--- config.mk ---
export PLATFORM = sky130hd
export DESIGN_NAME = alu_issue_queue_flat
export DESIGN_NICKNAME = d
export VERILOG_FILES = /design/src/rtl/alu_issue_queue_pkg.sv /design/src/rtl/alu_issue_queue_if.sv /design/src/rtl/alu_issue_queue_iq_entry.sv /design/src/rtl/alu_issue_queue.sv /design/src/flat_wrapper.sv
export SDC_FILE = /design/constraint.sdc
export NUM_CORES = 2
export LEC_CHECK = 0
export ABC_AREA = 0
export CORE_UTILIZATION = 40
export DETAILED_ROUTE_END_ITERATION = 8
export PLACE_DENSITY = 0.56
export SYNTH_ARGS = -nofsm -noshare
export SYNTH_HDL_FRONTEND = slang
export SYNTH_HIERARCHICAL = 1
export SYNTH_SLANG_ARGS = --single-unit
export TNS_END_PERCENT = 5
--- constraint.sdc ---
create_clock -name i_clk -period 5.3 [get_ports i_clk]
set_input_delay 0.53 -clock i_clk [delete_from_list [all_inputs] [get_ports i_clk]]
set_output_delay 0.53 -clock i_clk [all_outputs]
set_load 0.01 [all_outputs]
--- src/rtl/alu_issue_queue_pkg.sv ---
// Shared types and constants for the ALU issue queue: field widths, ALU opcodes
// and the packed payload stored in every queue slot.
package alu_issue_queue_pkg;

  localparam int WIDTH_REG  = 7;
  localparam int WIDTH_UOP  = 7;
  localparam int WIDTH_FUNC = 10;

  typedef enum logic [WIDTH_UOP-1:0] {
    UOP_OP     = 7'b0110011,
    UOP_OP_IMM = 7'b0010011,
    UOP_LUI    = 7'b0110111,
    UOP_AUIPC  = 7'b0010111
  } alu_uop_e;

  typedef logic [WIDTH_REG-1:0] preg_t;

  typedef struct packed {
    logic [WIDTH_UOP-1:0]  uop;
    logic [WIDTH_FUNC-1:0] func;
    preg_t                 prd;
    preg_t                 prs1;
    logic                  rdy1;
    preg_t                 prs2;
    logic                  rdy2;
    logic [31:0]           imm;
    logic [31:0]           pc;
  } iq_entry_t;

  // Physical x0 never waits on a producer.
  function automatic logic src_ready(input logic rdy, input preg_t tag);
    return rdy | (tag == '0);
  endfunction

endpackage

--- src/rtl/alu_issue_queue_if.sv ---
// Dispatch, wakeup and issue signals of the ALU issue queue. The master side
// (rename/dispatch plus the bypass network) drives i_*, the queue drives o_*.
interface alu_issue_queue_if #(
  parameter int DEPTH = 8,
  parameter int NWAKE = 2
);
  import alu_issue_queue_pkg::*;

  logic                       i_flush;
  logic                       i_disp_valid;
  logic                       o_disp_ready;
  logic [WIDTH_UOP-1:0]       i_disp_uop;
  logic [WIDTH_FUNC-1:0]      i_disp_func;
  logic [WIDTH_REG-1:0]       i_disp_prd;
  logic [WIDTH_REG-1:0]       i_disp_prs1;
  logic [WIDTH_REG-1:0]       i_disp_prs2;
  logic                       i_disp_rdy1;
  logic                       i_disp_rdy2;
  logic [31:0]                i_disp_imm;
  logic [31:0]                i_disp_pc;
  logic [NWAKE-1:0]           i_wake_valid;
  logic [NWAKE*WIDTH_REG-1:0] i_wake_tag;
  logic                       o_valid;
  logic [WIDTH_UOP-1:0]       o_uop;
  logic [WIDTH_FUNC-1:0]      o_func;
  logic [WIDTH_REG-1:0]       o_prd;
  logic [WIDTH_REG-1:0]       o_prs1;
  logic [WIDTH_REG-1:0]       o_prs2;
  logic [31:0]                o_imm;
  logic [31:0]                o_pc;
  logic [$clog2(DEPTH):0]     o_count;

  modport master (
    output i_flush, i_disp_valid, i_disp_uop, i_disp_func, i_disp_prd,
           i_disp_prs1, i_disp_prs2, i_disp_rdy1, i_disp_rdy2, i_disp_imm,
           i_disp_pc, i_wake_valid, i_wake_tag,
    input  o_disp_ready, o_valid, o_uop, o_func, o_prd, o_prs1, o_prs2,
           o_imm, o_pc, o_count
  );

  modport slave (
    input  i_flush, i_disp_valid, i_disp_uop, i_disp_func, i_disp_prd,
           i_disp_prs1, i_disp_prs2, i_disp_rdy1, i_disp_rdy2, i_disp_imm,
           i_disp_pc, i_wake_valid, i_wake_tag,
    output o_disp_ready, o_valid, o_uop, o_func, o_prd, o_prs1, o_prs2,
           o_imm, o_pc, o_count
  );
endinterface

--- src/rtl/alu_issue_queue_iq_entry.sv ---
// One issue-queue slot: holds a µop, takes a new dispatch or the entry shifted
// down from the slot above, and sets source-ready bits on matching wakeup tags.
module iq_entry
  import alu_issue_queue_pkg::*;
#(
  parameter int NW = 2
) (
  input  logic                    clk,
  input  logic                    rst_n,
  input  logic                    flush,
  input  logic                    load,
  input  logic                    shift,
  input  iq_entry_t               disp_data,
  input  logic                    upper_vld,
  input  iq_entry_t               upper_data,
  input  logic [NW-1:0]           wake_valid,
  input  logic [NW*WIDTH_REG-1:0] wake_tag,
  output logic                    vld,
  output iq_entry_t               data,
  output logic                    ready
);

  logic      nxt_vld;
  iq_entry_t nxt;

  // Tag 0 on a wakeup port never matches anything.
  function automatic logic woken(input preg_t tag);
    logic hit;
    hit = 1'b0;
    for (int k = 0; k < NW; k++) begin
      if (wake_valid[k] && (wake_tag[k*WIDTH_REG +: WIDTH_REG] == tag) && (tag != '0))
        hit = 1'b1;
    end
    return hit;
  endfunction

  // NOTE: every always_comb output gets a default first so no path infers a latch.
  always_comb begin
    nxt_vld = vld;
    nxt     = data;
    if (load) begin
      nxt_vld  = 1'b1;
      nxt      = disp_data;
      nxt.rdy1 = src_ready(disp_data.rdy1, disp_data.prs1);
      nxt.rdy2 = src_ready(disp_data.rdy2, disp_data.prs2);
    end else if (shift) begin
      nxt_vld = upper_vld;
      nxt     = upper_data;
    end
    nxt.rdy1 = nxt.rdy1 | woken(nxt.prs1);
    nxt.rdy2 = nxt.rdy2 | woken(nxt.prs2);
  end

  always_ff @(posedge clk) begin
    if (!rst_n || flush) vld <= 1'b0;
    else                 vld <= nxt_vld;
  end

  // NOTE: the payload has no reset; it is only observed while vld is set.
  always_ff @(posedge clk) begin
    data <= nxt;
  end

  assign ready = vld & data.rdy1 & data.rdy2;

endmodule

--- src/rtl/alu_issue_queue.sv ---
// Collapsing age-ordered ALU issue queue: oldest-ready select, shift-down on
// issue. Optional macro ALU_SPEC_WAKEUP_EN adds the issuing prd as a wakeup tag.
module alu_issue_queue
  import alu_issue_queue_pkg::*;
#(
  parameter int DEPTH = 8,
  parameter int NWAKE = 2
) (
  input  logic             i_clk,
  input  logic             i_rst_n,
  alu_issue_queue_if.slave q
);

  localparam int IW = $clog2(DEPTH);
  localparam int CW = IW + 1;
`ifdef ALU_SPEC_WAKEUP_EN
  localparam int NW = NWAKE + 1;
`else
  localparam int NW = NWAKE;
`endif

  logic [CW-1:0]           cnt, cnt_next, disp_idx;
  logic                    disp_ready, disp_acc, issued;
  logic [IW-1:0]           sel_idx;
  logic [DEPTH:0]          ent_vld;
  iq_entry_t               ent_data [DEPTH+1];
  logic [DEPTH-1:0]        ent_rdy, ent_load, ent_shift;
  iq_entry_t               disp_data, sel_data, issue_data;
  logic [NW-1:0]           wk_valid;
  logic [NW*WIDTH_REG-1:0] wk_tag;

  assign disp_data = '{uop: q.i_disp_uop, func: q.i_disp_func, prd: q.i_disp_prd,
                       prs1: q.i_disp_prs1, rdy1: q.i_disp_rdy1,
                       prs2: q.i_disp_prs2, rdy2: q.i_disp_rdy2,
                       imm: q.i_disp_imm, pc: q.i_disp_pc};

  // Descending scan: the last hit is the lowest (oldest) ready slot.
  always_comb begin
    issued  = 1'b0;
    sel_idx = '0;
    for (int i = DEPTH - 1; i >= 0; i--) begin
      if (ent_rdy[i]) begin
        issued  = 1'b1;
        sel_idx = IW'(i);
      end
    end
  end

  assign sel_data   = ent_data[{1'b0, sel_idx}];
  assign issue_data = issued ? sel_data : '0;

  // A new µop lands in the first free slot after this cycle's collapse.
  assign disp_acc = q.i_disp_valid & disp_ready;
  assign disp_idx = cnt - CW'(issued);
  assign cnt_next = cnt + CW'(disp_acc) - CW'(issued);

  always_comb begin
    ent_load  = '0;
    ent_shift = '0;
    for (int i = 0; i < DEPTH; i++) begin
      ent_load[i]  = disp_acc && (disp_idx == CW'(i));
      ent_shift[i] = issued && (IW'(i) >= sel_idx);
    end
  end

`ifdef ALU_SPEC_WAKEUP_EN
  assign wk_valid = {issued, q.i_wake_valid};
  assign wk_tag   = {sel_data.prd, q.i_wake_tag};
`else
  assign wk_valid = q.i_wake_valid;
  assign wk_tag   = q.i_wake_tag;
`endif

  // Ready is registered from the next count, so a full queue stays closed even
  // in a cycle that also issues.
  always_ff @(posedge i_clk) begin
    if (!i_rst_n || q.i_flush) begin
      cnt        <= '0;
      disp_ready <= 1'b1;
    end else begin
      cnt        <= cnt_next;
      disp_ready <= (cnt_next < CW'(DEPTH));
    end
  end

  assign ent_vld[DEPTH]  = 1'b0;
  assign ent_data[DEPTH] = '0;

  for (genvar g = 0; g < DEPTH; g++) begin : g_slot
    iq_entry #(.NW(NW)) u_entry (
      .clk        (i_clk),
      .rst_n      (i_rst_n),
      .flush      (q.i_flush),
      .load       (ent_load[g]),
      .shift      (ent_shift[g]),
      .disp_data  (disp_data),
      .upper_vld  (ent_vld[g+1]),
      .upper_data (ent_data[g+1]),
      .wake_valid (wk_valid),
      .wake_tag   (wk_tag),
      .vld        (ent_vld[g]),
      .data       (ent_data[g]),
      .ready      (ent_rdy[g])
    );
  end

  assign q.o_disp_ready = disp_ready;
  assign q.o_count      = cnt;
  assign q.o_valid      = issued;
  assign q.o_uop        = issue_data.uop;
  assign q.o_func       = issue_data.func;
  assign q.o_prd        = issue_data.prd;
  assign q.o_prs1       = issue_data.prs1;
  assign q.o_prs2       = issue_data.prs2;
  assign q.o_imm        = issue_data.imm;
  assign q.o_pc         = issue_data.pc;

endmodule
--- src/flat_wrapper.sv ---
// flat-port wrapper written by rule: the top's interface ports become plain ports
module alu_issue_queue_flat import alu_issue_queue_pkg::*;
#(
  parameter int DEPTH = 8,
  parameter int NWAKE = 2
)
  (i_clk, i_rst_n, q_i_flush, q_i_disp_valid, q_i_disp_uop, q_i_disp_func, q_i_disp_prd, q_i_disp_prs1, q_i_disp_prs2, q_i_disp_rdy1, q_i_disp_rdy2, q_i_disp_imm, q_i_disp_pc, q_i_wake_valid, q_i_wake_tag, q_o_disp_ready, q_o_valid, q_o_uop, q_o_func, q_o_prd, q_o_prs1, q_o_prs2, q_o_imm, q_o_pc, q_o_count);
  alu_issue_queue_if #(.DEPTH(DEPTH), .NWAKE(NWAKE)) q_i ();
  input  logic i_clk;
  input  logic i_rst_n;
  input wire logic [$bits(q_i.i_flush)-1:0] q_i_flush;
  input wire logic [$bits(q_i.i_disp_valid)-1:0] q_i_disp_valid;
  input wire logic [$bits(q_i.i_disp_uop)-1:0] q_i_disp_uop;
  input wire logic [$bits(q_i.i_disp_func)-1:0] q_i_disp_func;
  input wire logic [$bits(q_i.i_disp_prd)-1:0] q_i_disp_prd;
  input wire logic [$bits(q_i.i_disp_prs1)-1:0] q_i_disp_prs1;
  input wire logic [$bits(q_i.i_disp_prs2)-1:0] q_i_disp_prs2;
  input wire logic [$bits(q_i.i_disp_rdy1)-1:0] q_i_disp_rdy1;
  input wire logic [$bits(q_i.i_disp_rdy2)-1:0] q_i_disp_rdy2;
  input wire logic [$bits(q_i.i_disp_imm)-1:0] q_i_disp_imm;
  input wire logic [$bits(q_i.i_disp_pc)-1:0] q_i_disp_pc;
  input wire logic [$bits(q_i.i_wake_valid)-1:0] q_i_wake_valid;
  input wire logic [$bits(q_i.i_wake_tag)-1:0] q_i_wake_tag;
  output wire logic [$bits(q_i.o_disp_ready)-1:0] q_o_disp_ready;
  output wire logic [$bits(q_i.o_valid)-1:0] q_o_valid;
  output wire logic [$bits(q_i.o_uop)-1:0] q_o_uop;
  output wire logic [$bits(q_i.o_func)-1:0] q_o_func;
  output wire logic [$bits(q_i.o_prd)-1:0] q_o_prd;
  output wire logic [$bits(q_i.o_prs1)-1:0] q_o_prs1;
  output wire logic [$bits(q_i.o_prs2)-1:0] q_o_prs2;
  output wire logic [$bits(q_i.o_imm)-1:0] q_o_imm;
  output wire logic [$bits(q_i.o_pc)-1:0] q_o_pc;
  output wire logic [$bits(q_i.o_count)-1:0] q_o_count;
  assign q_i.i_flush = q_i_flush;
  assign q_i.i_disp_valid = q_i_disp_valid;
  assign q_i.i_disp_uop = q_i_disp_uop;
  assign q_i.i_disp_func = q_i_disp_func;
  assign q_i.i_disp_prd = q_i_disp_prd;
  assign q_i.i_disp_prs1 = q_i_disp_prs1;
  assign q_i.i_disp_prs2 = q_i_disp_prs2;
  assign q_i.i_disp_rdy1 = q_i_disp_rdy1;
  assign q_i.i_disp_rdy2 = q_i_disp_rdy2;
  assign q_i.i_disp_imm = q_i_disp_imm;
  assign q_i.i_disp_pc = q_i_disp_pc;
  assign q_i.i_wake_valid = q_i_wake_valid;
  assign q_i.i_wake_tag = q_i_wake_tag;
  assign q_o_disp_ready = q_i.o_disp_ready;
  assign q_o_valid = q_i.o_valid;
  assign q_o_uop = q_i.o_uop;
  assign q_o_func = q_i.o_func;
  assign q_o_prd = q_i.o_prd;
  assign q_o_prs1 = q_i.o_prs1;
  assign q_o_prs2 = q_i.o_prs2;
  assign q_o_imm = q_i.o_imm;
  assign q_o_pc = q_i.o_pc;
  assign q_o_count = q_i.o_count;
  alu_issue_queue #(.DEPTH(DEPTH), .NWAKE(NWAKE)) u_core (.i_clk(i_clk), .i_rst_n(i_rst_n), .q(q_i));
endmodule
==> run summary <==
The flow ran to the end, and the final reports show no timing, DRC or antenna violations. The instance area at placement is 48000 sq um, and the worst voltage drop across the vdd grid is 0.000290 V. The number of DRC violations after detailed routing came out at 0.

Data on the critical path is required at its endpoint by 5.80 ns. Once layout is complete, the utilization of the core stands at 47.4%. The H-tree was split into 3 levels.

For the cell area after synthesis, the log shows 43600 sq um. Timing would allow up to 207 MHz. In this run, post-CTS repair resized a total of 0 instances. Pin count of the biggest net entering global routing: 95. The final wirelength came out at 161000 microns. The detail-routed via count per cell was 6.57; the clock sink count was 845.

Dividing total power by cell area gives a power density of 443 nW/um^2. The die covers 110000 sq um. The post-route netlist has 11.7% of its cells at a drive strength greater than 1.

sky130_fd_sc_hd__edfxtp_1 takes more of the synthesized area than any other cell. The floorplan core area was 108000 sq um. Summed over all layers, the global routing overflow is 0. Headroom to the max-slew limit came out at 18.7%. Once the floorplan was initialized, standard cells occupied 40.5% of the core.

At the worst endpoint, the arrival time is 5.33 ns. The run gives 97 as the number of clock buffers inserted by TritonCTS. The logs give 89100 microns for the half-perimeter wire length of the detailed placement result and 6 for the initial antenna violation count. Counting distinct cell types in the post-synthesis netlist gives 51. After layout, the minimum clock period comes to 4.83 ns.

The weighted congestion reported at the end of routability-driven placement was 0.880. The logs give 34100 for the detailed-route via count and 51100 sq um for the final non-filler cell area. After detailed placement, the design holds a cell count of 5006. The number of hold buffers added after CTS was 0. During I/O placement, the number of pins put on the boundary was 232.

The max-capacitance violation count was 0. The overall track demand over capacity in global routing came out at 28.2%. The tools report the root buffer selected by CTS as sky130_fd_sc_hd__clkbuf_16. In the final design database the tool counted 3834 nets. In this run the post-CTS setup repair buffer count came out at 0. The part of the Yosys area used for sequential elements was 54.9%; the portion of the clock cycle consumed by the worst path in the final layout was 91.1%. The Yosys step of the flow raised 6 warnings. In the synthesized netlist, the cells that appear most often are sky130_fd_sc_hd__edfxtp_1, sky130_fd_sc_hd__a22o_1, sky130_fd_sc_hd__o22ai_1. The logs give 233000 microns for the wire length of the first global-routing pass and 0.47 ns for the minimum setup slack among reg-to-reg paths. Final cell count without fillers: 5188. The clock reaches the later pin of the worst-skew pair after 0.68 ns.

Setup violations remaining at the end of the flow were counted as 0. The hold path depth was 1; the worst-case clock buffer depth was 3. TritonCTS built the clock tree.

The startpoint of the lowest-slack hold path is u_core/g_slot[3].u_entry/data[5]. The min-delay analysis places its worst path in the category reg2reg. For the worst flop-to-flop path, the logic depth is 14. The max-slew violation count is 0. Synthesis inferred 845 register bits.

Setup repair after global routing left no endpoint under its margin. In the final routed layout, each cell accounts on average for 31.1 microns. The critical register-to-register path startpoint is u_core/g_slot[2].u_entry/data[64].

Buffers placed on the I/O ports in this run total 231. The analysis attributes to cell leakage a power of 16.9 nW. The worst register-to-register path ends at u_core/g_slot[0].u_entry/data[72]. Proportion of register bits with asynchronous set or reset after synthesis: 0%. The number of cell rows is 120, and the largest driver fanout on the critical path is 26. STA classifies the critical path endpoint as a flip-flop. For the final database, setup skew stands at 0.0319 ns. In this run the remaining antenna-violating nets after routing total 0.

The logs give 3934 for the number of DRC markers in iteration 0 and 3470 for the number of instances in the synthesized netlist. The transition time at the pin with the least slew margin is 1.22 ns, and the layout overhead on the synthesized area is 17.1%. The die is 332 microns tall. The class of the most critical setup path is reg2reg.

The setup TNS was 0 ns; the die width was 332 microns. On the final layout, the worst hold slack is 0.541 ns. The predominant post-synthesis flop cell was sky130_fd_sc_hd__edfxtp_1.

The via count of the first global-routing pass was 33400; the mean instance size in the synthesized netlist was 12.6 sq um. Sorting the synthesized cells by area gives the leading types as sky130_fd_sc_hd__edfxtp_1, sky130_fd_sc_hd__a22o_1, sky130_fd_sc_hd__dfxtp_1, sky130_fd_sc_hd__o22ai_1, sky130_fd_sc_hd__xor2_1. The clock-pin slew on the worst setup and hold paths is 0.06 ns. The cell with the most instances after synthesis was sky130_fd_sc_hd__edfxtp_1. The share of the synthesized area in the top cell type is 48.5%. Final-report hold violation count: 0. The startpoint type of the worst setup path was a flip-flop. In this run, synthesis inferred 704 flip-flops with an integrated enable. The run gives 5 as the first-pass iteration count of the detailed router. For hold timing, the worst endpoint is u_core/g_slot[2].u_entry/data[5].
report_power, final:
| part | total (W) | switching [W] | internal, W |
|---|---|---|---|
| registers | 0.00984 | 0.000952 | 0.00889 |
| clock network | 0.00670 | 0.00281 | 0.00389 |
| logic | 0.00606 | 0.00361 | 0.00245 |
| total | 0.0226 | 0.00738 | 0.0152 |
sequential cells by signal, indices dropped and copies added, names as in the netlist:
signal                      flops
u_core/q.o_disp_ready           1
u_core/q.o_count                4
u_core/g_slot.u_entry/data    832
u_core/g_slot.u_entry/vld       8
layer usage:
layer  vias up  global-route usage, %  wire, microns
met5         -                      0             13
met4         2                   8.44           3950
met3       275                   4.70          14000
met2      1980                   44.2          73300
met1     17300                   39.9          69800
li1      14500                      -              -
worst max-delay path by stage:
stage                                      startpoint                                end  depth (start not counted)
finish              u_core/g_slot[2].u_entry/data[64]  u_core/g_slot[0].u_entry/data[72]                         14
global route        u_core/g_slot[0].u_entry/data[64]                         q_o_imm[5]                          9
CTS                 u_core/g_slot[0].u_entry/data[64]                         q_o_imm[5]                          9
detailed placement  u_core/g_slot[2].u_entry/data[64]  u_core/g_slot[0].u_entry/data[72]                         14
global placement    u_core/g_slot[2].u_entry/data[64]  u_core/g_slot[0].u_entry/data[72]                         14
floorplan           u_core/g_slot[2].u_entry/data[64]   u_core/g_slot[3].u_entry/data[0]                         13
cells in the final DEF, fill, tap and decap left out, types with 10 or more instances in the layout:
cell / Yosys / routed
sky130_fd_sc_hd__nand4_1: 32 / 32
sky130_fd_sc_hd__mux2i_1: 72 / 72
sky130_fd_sc_hd__clkbuf_1: 163 / 24
sky130_fd_sc_hd__xor2_1: 147 / 147
sky130_fd_sc_hd__edfxtp_1: 704 / 704
sky130_fd_sc_hd__xnor2_1: 107 / 107
sky130_fd_sc_hd__buf_4: 11 / 75
sky130_fd_sc_hd__mux2_4: 48 / 48
sky130_fd_sc_hd__o22ai_1: 415 / 415
sky130_fd_sc_hd__buf_2: 92 / 10
sky130_fd_sc_hd__or3_1: 101 / 101
sky130_fd_sc_hd__nand2_1: 88 / 87
sky130_fd_sc_hd__or4_1: 17 / 17
sky130_fd_sc_hd__nor3_1: 17 / 17
sky130_fd_sc_hd__nor4_1: 40 / 40
sky130_fd_sc_hd__o21ai_0: 34 / 33
sky130_fd_sc_hd__clkinv_2: 0 / 15
sky130_fd_sc_hd__o21ai_2: 18 / 17
sky130_fd_sc_hd__clkdlybuf4s50_1: 0 / 219
sky130_fd_sc_hd__buf_12: 0 / 35
sky130_fd_sc_hd__a22o_1: 696 / 696
sky130_fd_sc_hd__clkbuf_16: 0 / 99
sky130_fd_sc_hd__inv_1: 82 / 82
sky130_fd_sc_hd__nor2_1: 29 / 21
sky130_fd_sc_hd__conb_1: 1 / 105
sky130_fd_sc_hd__mux2_2: 40 / 40
sky130_fd_sc_hd__dfxtp_1: 141 / 141
sky130_fd_sc_hd__o31ai_1: 110 / 110
sky130_fd_sc_hd__o21ai_1: 32 / 32
sky130_fd_sc_hd__a21oi_1: 18 / 18
sky130_fd_sc_hd__mux2i_4: 32 / 32
sky130_fd_sc_hd__nor2b_1: 27 / 19
sky130_fd_sc_hd__clkinv_1: 0 / 17
logic make-up (layout without fill, tap and decap cells):
logic type	Yosys count	after routing	share of synthesized area (%)
flip-flops	845	845	54.9
other	1	111	0.00860
XOR/XNOR	254	254	5.10
multiplexers	200	200	6.24
AND/OR/NAND/NOR	402	402	5.31
buffers and inverters	393	598	4.17
AO/OA/AOI/OAI	1367	1367	24.0
adder cells (fa/ha/maj)	8	8	0.247
per-stage QoR:
stage	setup WS (ns)	power (W)
after detailed placement	0.644	0.0159
final	0.470	0.0226
after global routing	0.285	0.0234
after floorplan	0.563	0.0136
after global placement	0.644	0.0158
after CTS	0.453	0.0226
critical path: stages (launching register included):
cell	delay [ns]
sky130_fd_sc_hd__dfxtp_1	0.33
sky130_fd_sc_hd__and3_1	0.29
sky130_fd_sc_hd__nor4_4	0.62
sky130_fd_sc_hd__nand3_2	0.24
sky130_fd_sc_hd__ha_1	0.29
sky130_fd_sc_hd__ha_1	0.21
sky130_fd_sc_hd__xnor2_1	0.19
sky130_fd_sc_hd__nand3_1	0.20
sky130_fd_sc_hd__nor2_4	0.37
sky130_fd_sc_hd__buf_4	0.45
sky130_fd_sc_hd__mux2i_2	0.44
sky130_fd_sc_hd__xnor2_1	0.11
sky130_fd_sc_hd__nor4_1	0.24
sky130_fd_sc_hd__a22oi_1	0.15
sky130_fd_sc_hd__o221ai_1	0.49
layout make-up:
| cell class | count | area, sq um |
|---|---|---|
| Clock inverter | 47 | 443 |
| Multi-Input combinational cell | 2336 | 18400 |
| Fill cell | 9568 | 56600 |
| Timing Repair Buffer | 340 | 3510 |
| Sequential cell | 845 | 24000 |
| Antenna cell | 6 | 15.0 |
| Tap cell | 1403 | 1760 |
| Clock buffer | 129 | 2650 |
| Inverter | 82 | 308 |
Power figures use the tool's default switching activity.
